==> src/rtl/aes_ctrl_pkg.sv <==
// Shared engine command codes and sequencer state encoding for the AES job sequencer.
package aes_ctrl_pkg;

   localparam logic [1:0] CMD_IDLE    = 2'b00;
   localparam logic [1:0] CMD_SET_PT  = 2'b01;
   localparam logic [1:0] CMD_SET_KEY = 2'b10;
   localparam logic [1:0] CMD_START   = 2'b11;

   typedef enum logic [1:0] {
      IDLE,
      LOAD_PT,
      LOAD_KEY,
      WAIT_DONE
   } seq_state_e;

endpackage

==> src/rtl/aes_byte_ser.sv <==
// 128-bit load-and-shift register presenting its most significant byte; shared by
// the plaintext and key load phases.
module aes_byte_ser (
   input  logic         clk,
   input  logic         rst_,
   input  logic         load,
   input  logic         shift,
   input  logic [127:0] din,
   output logic [7:0]   byte_q
);

   logic [127:0] sr;

   always_ff @(posedge clk) begin
      if (rst_)
         sr <= '0;
      else if (load)
         sr <= din;
      else if (shift)
         sr <= {sr[119:0], 8'h00};
   end

   assign byte_q = sr[127:120];

endmodule

==> src/rtl/aes_job_sequencer.sv <==
// Accepts one AES job, streams plaintext then key bytewise to the engine, starts it and
// waits for done or timeout. Optional key cache: define AES_SEQ_KEY_CACHE_EN.
module aes_job_sequencer
   import aes_ctrl_pkg::*;
#(
   parameter int TIMEOUT_CYCLES = 1023
) (
   input  logic         clk,
   input  logic         rst_,
   input  logic         req_valid,
   output logic         req_ready,
   input  logic [127:0] req_pt,
   input  logic [127:0] req_key,
   output logic         busy,
   output logic         job_done,
   output logic         job_err,
   output logic [1:0]   eng_cmd,
   output logic [7:0]   eng_din,
   input  logic         eng_ready,
   input  logic         eng_done
);

   localparam logic [15:0] WAIT_LAST = 16'(TIMEOUT_CYCLES - 1);

   seq_state_e   state;
   logic [3:0]   byte_cnt;
   logic [15:0]  wait_cnt;
   logic [127:0] key_q;
   logic         din_en;
   logic         accept;
   logic         timeout_hit;
   logic         skip_key;
   logic         ser_load;
   logic         ser_shift;
   logic [127:0] ser_din;
   logic [7:0]   ser_byte;

   assign req_ready   = (state == IDLE) & eng_ready & ~rst_;
   assign accept      = req_valid & req_ready;
   assign timeout_hit = (state == WAIT_DONE) & ~eng_done & (wait_cnt == WAIT_LAST);

   // The serializer is loaded with the plaintext on accept and reloaded with the key
   // during the last plaintext byte, so the key's first byte follows without a gap.
   assign ser_load  = accept | ((state == LOAD_PT) & (byte_cnt == 4'd15));
   assign ser_din   = accept ? req_pt : key_q;
   assign ser_shift = ((state == LOAD_PT) | (state == LOAD_KEY)) & ~ser_load;
   assign eng_din   = din_en ? ser_byte : 8'h00;

   aes_byte_ser u_ser (
      .clk    (clk),
      .rst_   (rst_),
      .load   (ser_load),
      .shift  (ser_shift),
      .din    (ser_din),
      .byte_q (ser_byte)
   );

   always_ff @(posedge clk) begin
      if (rst_) begin
         state    <= IDLE;
         byte_cnt <= 4'd0;
         wait_cnt <= 16'd0;
         key_q    <= '0;
         din_en   <= 1'b0;
         eng_cmd  <= CMD_IDLE;
         busy     <= 1'b0;
         job_done <= 1'b0;
         job_err  <= 1'b0;
      end else begin
         job_done <= 1'b0;
         job_err  <= 1'b0;
         case (state)
            IDLE: begin
               if (accept) begin
                  key_q    <= req_key;
                  byte_cnt <= 4'd0;
                  din_en   <= 1'b1;
                  busy     <= 1'b1;
                  eng_cmd  <= CMD_SET_PT;
                  state    <= LOAD_PT;
               end
            end
            LOAD_PT: begin
               byte_cnt <= byte_cnt + 4'd1;
               if (byte_cnt == 4'd15) begin
                  if (skip_key) begin
                     din_en   <= 1'b0;
                     wait_cnt <= 16'd0;
                     eng_cmd  <= CMD_START;
                     state    <= WAIT_DONE;
                  end else begin
                     eng_cmd <= CMD_SET_KEY;
                     state   <= LOAD_KEY;
                  end
               end
            end
            LOAD_KEY: begin
               byte_cnt <= byte_cnt + 4'd1;
               if (byte_cnt == 4'd15) begin
                  din_en   <= 1'b0;
                  wait_cnt <= 16'd0;
                  eng_cmd  <= CMD_START;
                  state    <= WAIT_DONE;
               end
            end
            WAIT_DONE: begin
               // Done is checked first so it wins over a coincident timeout.
               if (eng_done) begin
                  job_done <= 1'b1;
                  busy     <= 1'b0;
                  eng_cmd  <= CMD_IDLE;
                  state    <= IDLE;
               end else if (timeout_hit) begin
                  job_err  <= 1'b1;
                  busy     <= 1'b0;
                  eng_cmd  <= CMD_IDLE;
                  state    <= IDLE;
               end else begin
                  wait_cnt <= wait_cnt + 16'd1;
               end
            end
            default: state <= IDLE;
         endcase
      end
   end

`ifdef AES_SEQ_KEY_CACHE_EN
   logic [127:0] cache_key;
   logic         cache_vld;

   // Cache holds the last key that was streamed completely; a timeout distrusts it.
   always_ff @(posedge clk) begin
      if (rst_) begin
         cache_key <= '0;
         cache_vld <= 1'b0;
         skip_key  <= 1'b0;
      end else begin
         if (accept)
            skip_key <= cache_vld & (req_key == cache_key);
         if ((state == LOAD_KEY) & (byte_cnt == 4'd15)) begin
            cache_key <= key_q;
            cache_vld <= 1'b1;
         end else if (timeout_hit) begin
            cache_vld <= 1'b0;
         end
      end
   end
`else
   assign skip_key = 1'b0;
`endif

endmodule

==> config.mk <==
export PLATFORM = sky130hd
export DESIGN_NAME = aes_job_sequencer
export DESIGN_NICKNAME = d
export VERILOG_FILES = /design/src/rtl/aes_ctrl_pkg.sv /design/src/rtl/aes_byte_ser.sv /design/src/rtl/aes_job_sequencer.sv
export SDC_FILE = /design/constraint.sdc
export NUM_CORES = 1
export LEC_CHECK = 0
export ABC_AREA = 1
export BUFFER_PORTS_ARGS = -buffer_cell sky130_fd_sc_hd__buf_4
export CORE_ASPECT_RATIO = 0.6
export CORE_MARGIN = 8
export CORE_UTILIZATION = 35
export CTS_CLUSTER_DIAMETER = 150
export DETAILED_ROUTE_END_ITERATION = 16
export PLACE_DENSITY = 0.62
export RECOVER_POWER = 50
export SETUP_SLACK_MARGIN = 0.2
export SYNTH_ARGS = -nofsm -noshare
export SYNTH_HDL_FRONTEND = slang
export SYNTH_SLANG_ARGS = --single-unit
==> constraint.sdc <==
create_clock -name clk -period 1.75 [get_ports clk]
set_input_delay 0.0875 -clock clk [delete_from_list [all_inputs] [get_ports clk]]
set_output_delay 0.0875 -clock clk [all_outputs]
set_load 0.01 [all_outputs]
==> Word-level counts from Yosys, hierarchy flattened <==
Index checks and enable logic that the tools add are counted.
{ "totals": {"ff_bits": 282, "in_bits": 261, "out_inout_bits": 14, "elab_cells": 74} }
{ "classes": {"n_addsub": 2, "n_eq_ne": 11, "mux": 24, "bitwise_logic": 13, "reduce_logical": 15} }
{ "op_table": {"columns": ["op", "count"], "rows": [
  ["two-way mux 128 bit", 3],
  ["two-way mux 16 bit", 3],
  ["one-hot mux 16 bit (2 select lines)", 1],
  ["adder 16 x 1 -> 16 bit (second input constant)", 1],
  ["equality test 16 x 10 -> 1 bit (second input constant)", 1],
  ["two-way mux 2 bit", 5],
  ["nonzero test 2 bit", 5],
  ["two-way mux 8 bit", 1],
  ["!= test 2 bit (second input constant)", 4],
  ["one-hot mux 2 bit (4 select lines)", 1],
  ["one-hot mux 4 bit (2 select lines)", 1],
  ["AND reduction 4 bit", 2],
  ["AND 1 bit", 7],
  ["two-way mux 1 bit", 6],
  ["AND reduction 3 bit", 2],
  ["adder 4 x 1 -> 4 bit (second input constant)", 1],
  ["equality test 2 bit (second input constant)", 2],
  ["equality test 4 bit (second input constant)", 1],
  ["two-way mux 4 bit", 1],
  ["inverter 1 bit", 4],
  ["one-hot mux 1 bit (2 select lines)", 2],
  ["AND reduction 2 bit", 2],
  ["OR reduction 2 bit", 2],
  ["!= test 3 bit (second input constant)", 1],
  ["5 further kinds", 6]
]} }

==> Logic depth before layout (Yosys ltp) <==
{ "logic_depth": {"word_depth": 9, "ltp_mapped": 14, "mapped_depth_nobuf": 12} }

==> Cells and area by module <==
From an unflattened synthesis, not the netlist that was laid out.
{ "hier_totals": {"cells_unflattened": 2046, "hier_area_um2": 13271.5} }
{ "modules_own_cells": {"columns": ["mod", "n_inst", "cells_per_inst", "area_per_inst_um2", "seq_area_each_um2"], "rows": [
  ["aes_job_sequencer", 1, 1093, 7165.6, 3083.0],
  ["aes_byte_ser", 1, 953, 6105.9, 2562.5]
]} }

==> Worst setup path before layout <==
No wires, ideal clock.
{ "synth_path": {"path_kind": "register to register", "from": "register state[0]", "to": "register u_ser.sr[37]", "setup_time_ns": 0.074, "arrival_time_ns": 1.750, "required_time_ns": 1.676, "path_slack_ns": -0.074, "stages_incl_launch_ff": 12, "path_buffers": 2, "period_less_slack_ns": 1.824, "cell_sequence": "dfxtp_1 inv_1 ha_1 nand2_1 nor2_2 nand2_2 nand2_4 nor2_1 buf_2 buf_2 nand2_1 a31oi_1"} }
{ "synth_via": {"elab_chain_cells": 8, "elab_cells_between_ends": 14, "classes_between": "2 x eq/ne; 2 x mux; 8 x bitwise; 2 x reduce/logical"} }
{ "synth_rtl": {"columns": ["element", "line", "text"], "rows": [
  ["from (decl)", "aes_job_sequencer.sv:25", "seq_state_e state;"],
  ["from (signal assigned)", "aes_job_sequencer.sv:60", "state <= IDLE;"],
  ["from (signal assigned)", "aes_job_sequencer.sv:80", "state <= LOAD_PT;"],
  ["from (signal assigned)", "aes_job_sequencer.sv:90", "state <= WAIT_DONE;"],
  ["zero test 2 bit *", "aes_job_sequencer.sv:38", "assign req_ready = (state == IDLE) & eng_ready & ~rst_;"],
  ["AND 1 bit * (2 in a row)", "aes_job_sequencer.sv:38", null],
  ["named net req_ready", "aes_job_sequencer.sv:11", "output logic req_ready,"],
  ["AND 1 bit *", "aes_job_sequencer.sv:39", "assign accept = req_valid & req_ready;"],
  ["bitwise OR 1 bit", "aes_job_sequencer.sv:44", "assign ser_load = accept | ((state == LOAD_PT) & (byte_cnt == 4'd15));"],
  ["inverter 1 bit", "aes_job_sequencer.sv:46", "assign ser_shift = ((state == LOAD_PT) | (state == LOAD_KEY)) & ~ser_load;"],
  ["AND 1 bit", "aes_job_sequencer.sv:46", null],
  ["nonzero test 2 bit (no line)", null, null],
  ["to (signal assigned)", "aes_byte_ser.sv:18", "sr <= din;"],
  ["to (signal assigned)", "aes_byte_ser.sv:20", "sr <= {sr[119:0], 8'h00};"],
  ["to (decl)", "aes_byte_ser.sv:12", "logic [127:0] sr;"]
]} }
Mark *: on every way through the listed nets, which the timed path passes. The rest lies on a longest branch.
A chain may end at the register's enable or synchronous reset.

==> Worst setup path in the final report <==
{ "layout_path": {"from": "register state[0]", "to": "register u_ser.sr[77]"} }
{ "layout_via": {"elab_chain_cells": 8, "elab_cells_between_ends": 14, "classes_between": "2 x eq/ne; 2 x mux; 8 x bitwise; 2 x reduce/logical"} }
{ "layout_rtl": {"columns": ["element", "line"], "rows": [
  ["zero test 2 bit", "aes_job_sequencer.sv:38"],
  ["AND 1 bit (2 in a row)", "aes_job_sequencer.sv:38"],
  ["AND 1 bit", "aes_job_sequencer.sv:39"],
  ["bitwise OR 1 bit", "aes_job_sequencer.sv:44"],
  ["inverter 1 bit", "aes_job_sequencer.sv:46"],
  ["AND 1 bit", "aes_job_sequencer.sv:46"],
  ["nonzero test 2 bit (no line)", null]
]} }
Parallel ways exist; a longest one is shown, timed or not.

==> summary.txt <==
Status
  • Status: complete, but fails checks
  • Failing checks: setup timing

STA
  • Final setup viols: 90
  • Tcrit/Tclk final: 1.06
  • RSZ-0062 raised after global routing: yes
  • Tmin final: 1850 ps
  • Max Fclk: about 540 MHz
  • Fin worst setup slack: -101 ps
  • Slew margin rel.: 0.680
  • Worst-Margin Slew: 480 ps
  • Slew Limit Fails: 0
  • Final Hold Fails: 0
  • Clock Skew: around 16 ps
  • Hold WS: 31.3 ps

Placement
  • Dpl cell area: roughly 16,000 um2
  • HPWL after DPL: approximately 30 mm
  • GPL Wtd Cong: approximately 0.85
  • # port buffers: about 270
  • Place WS: -83.5 ps

Yosys
  • Syn. warnings: 0
  • Synth cell types: 28
  • Syn avg cell area: approximately 6.6 um2
  • Synth Register Bits: between 200 and 300
  • Synth Area in Compound Gates: 0.0888
  • Synth Net Count: roughly 2,200
  • Syn Inst Count: around 1,900
  • Seq/Total Area, Yosys: 0.449
  • Post-Syn Area: 12,600 um2
  • XOR/XNOR Fraction of Synth Area: 0.00209
  • Post-Synth Simple-Gate Area: 0.372
  • Top cell type by total area after synthesis: dfxtp_1
  • Adder-Cell Fraction of Synth Area: 0.00796
  • Post-synthesis mux area share: 0
  • Yosys top cell area share: 0.449
  • Main combinational cell family by area after synthesis: simple AND/OR/NAND/NOR gates
  • Synth top area cells: dfxtp_1, nand2_1, a21oi_1, nand3_1, inv_1

Detailed routing
  • First DRT Iteration DRCs: around 1,200
  • Drt wl/cell: roughly 17 um
  • Number of remaining DRC errors: 0
  • Vias per cell: 4.92
  • WL final: approximately 51 mm
  • ANT nets after route: 0
  • Via count: roughly 15,000
  • Initial DRT Pass Iterations: 5

Floorplan
  • Ports: 275
  • Die Y-Extent: about 160 um
  • Core region area: around 35,000 um2
  • Die area: about 42,000 um2
  • Row cnt: 53
  • DIE WIDTH: approximately 260 um
  • Initial Util: 0.357

Layout
  • Nets: ~2,800
  • Commonest non-fill, non-tap cell in the layout: nand2_1
  • Most frequent cells in the layout: nand2_1, buf_4, dfxtp_1, dlygate4sd3_1, a21oi_1
  • Layout cell share with drive strength beyond 1: 0.229
  • Fill count: between 3,000 and 4,000
  • Finished Core Util: 0.583
  • Layout Area Growth over Synthesis: 63.3%
  • Finished Cell Area: 20,500 um2

Pwr
  • PD cells: between 1000 and 1500 nW/um2
  • Tot Pwr: 22.3 mW
  • Max VDD drop: roughly 0.00096 V
  • Leakage: approximately 9.6 nW

CTS
  • Clock Latency Late Sink: around 560 ps
  • Reg clk slew, reported paths: 70 ps
  • CTS tree: yes
  • H-Tree Depth: 1
  • Clock buffer depth: 3
  • CTS sink cnt: about 280
  • Total CTS buffers: 28
  • CTS root buf: clkbuf_16

Setup path
  • Crit end category: register
  • Critical Path Start Type: register
  • Crit Path Category: register to register
  • Worst Path Required: roughly 2200 ps
  • Crit path arrival time: ~2300 ps
  • Critical path fanouts, max: 22
  • R2R cell count: 11
  • R2R setup slack: -100 ps

Global route
  • Vias in the first global route: between 10,000 and 15,000
  • Largest net degree at the start of global routing: 88
  • Initial antenna violation count: 1
  • GRT Residual Overflow: 0
  • GRT Overall Usage: 0.213
  • First-pass GRT wire length: between 70 and 80 mm

Min path
  • Worst hold path cell count: 3
  • Hold crit path type: input pin to register

Run
  • Max Cap Viol: 0
metal layers:
layer  vias to the layer above  GRT usage  wire, um
met3                        87     0.0370      3290
met5                         -          0         0
li1                       7166          -         -
met2                       553      0.339     22800
met1                      6822      0.299     23600
met4                         0     0.0425       995
worst paths after layout:
check             start           end
max            state[0]  u_ser.sr[77]
min reg2reg  key_q[105]    key_q[105]
min                rst_  wait_cnt[12]
max reg2reg    state[0]  u_ser.sr[77]
state kept, by name, indices dropped and copies added (netlist names):
signal	flops
busy	1
byte_cnt	4
din_en	1
job_done	1
job_err	1
key_q	128
state	2
u_ser.sr	128
wait_cnt	16
through the flow:
stage	setup TNS [ps]	std cells
2_1_floorplan	0	1919
3_3_place_gp	-213	2622
3_5_place_dp	-2130	2622
4_1_cts	-1360	2944
5_1_grt	-14570	2975
6_report	-2690	2976
critical path: stages (launching register included):
cell and delay, ps:
dfxtp_4 380, inv_4 50, ha_4 160, nand2_4 60, nor2_4 50, nand2_8 150, nand2_8 100, nor2_4 160
buf_12 190, buf_12 180, nand2_1 90, a31oi_1 200
cell families (layout without fill, tap and decap cells):
kind of cell	Yosys count	after routing
AND/OR/NAND/NOR	1185	1185
flip-flops	282	282
buffers and inverters	233	821
AO/OA/AOI/OAI	208	208
adder cells (fa/ha/maj)	8	8
XOR/XNOR	3	3
other	0	2
final cells by class:
cell class / instances / area, um2 / share of cell area
clock buffers: 39 / 835 / 0.0406
well taps: 467 / 584 / 0.0284
repair buffers: 655 / 6360 / 0.310
clock inverters: 13 / 220 / 0.0107
flip-flops and latches: 282 / 5650 / 0.275
diodes: 2 / 5.00 / 0.000244
multi-input cells: 1404 / 6420 / 0.312
inverters: 114 / 465 / 0.0227
synth_stat cells:
master,n
nand2_4,1
inv_2,6
a21oi_1,149
clkbuf_1,39
and3_1,3
nand2_1,991
buf_4,19
nor3_1,10
o31ai_1,3
ha_1,8
buf_1,15
a211oi_1,2
nor2_4,1
o21bai_1,1
a31o_2,1
nand3_1,92
nor2_2,2
inv_1,108
o21ai_0,4
o21ai_1,3
nand3_2,2
nand2_2,3
nor2_1,56
xor2_1,3
buf_2,46
dfxtp_1,282
a31oi_1,45
nand4_1,24
power breakdown:
part           internal [mW]  switching [mW]  total [mW]
combinational           4.02            4.48        8.50
clock                   4.22            2.68        6.90
sequential              6.75           0.186        6.94
total                   15.0            7.35        22.3
what timing repair did:
| item | 4_1_cts | 5_1_grt |
|---|---|---|
| hold buffers | 257 | 0 |
| gates cloned | 4 | 21 |
| pin swaps | 7 | 18 |
| setup buffers | 9 | 9 |
| resized for setup | 52 | 124 |
| hold endpoints to repair | 258 | 0 |
| setup endpoints to repair | 283 | 281 |
(Power assumes the default switching activity.)
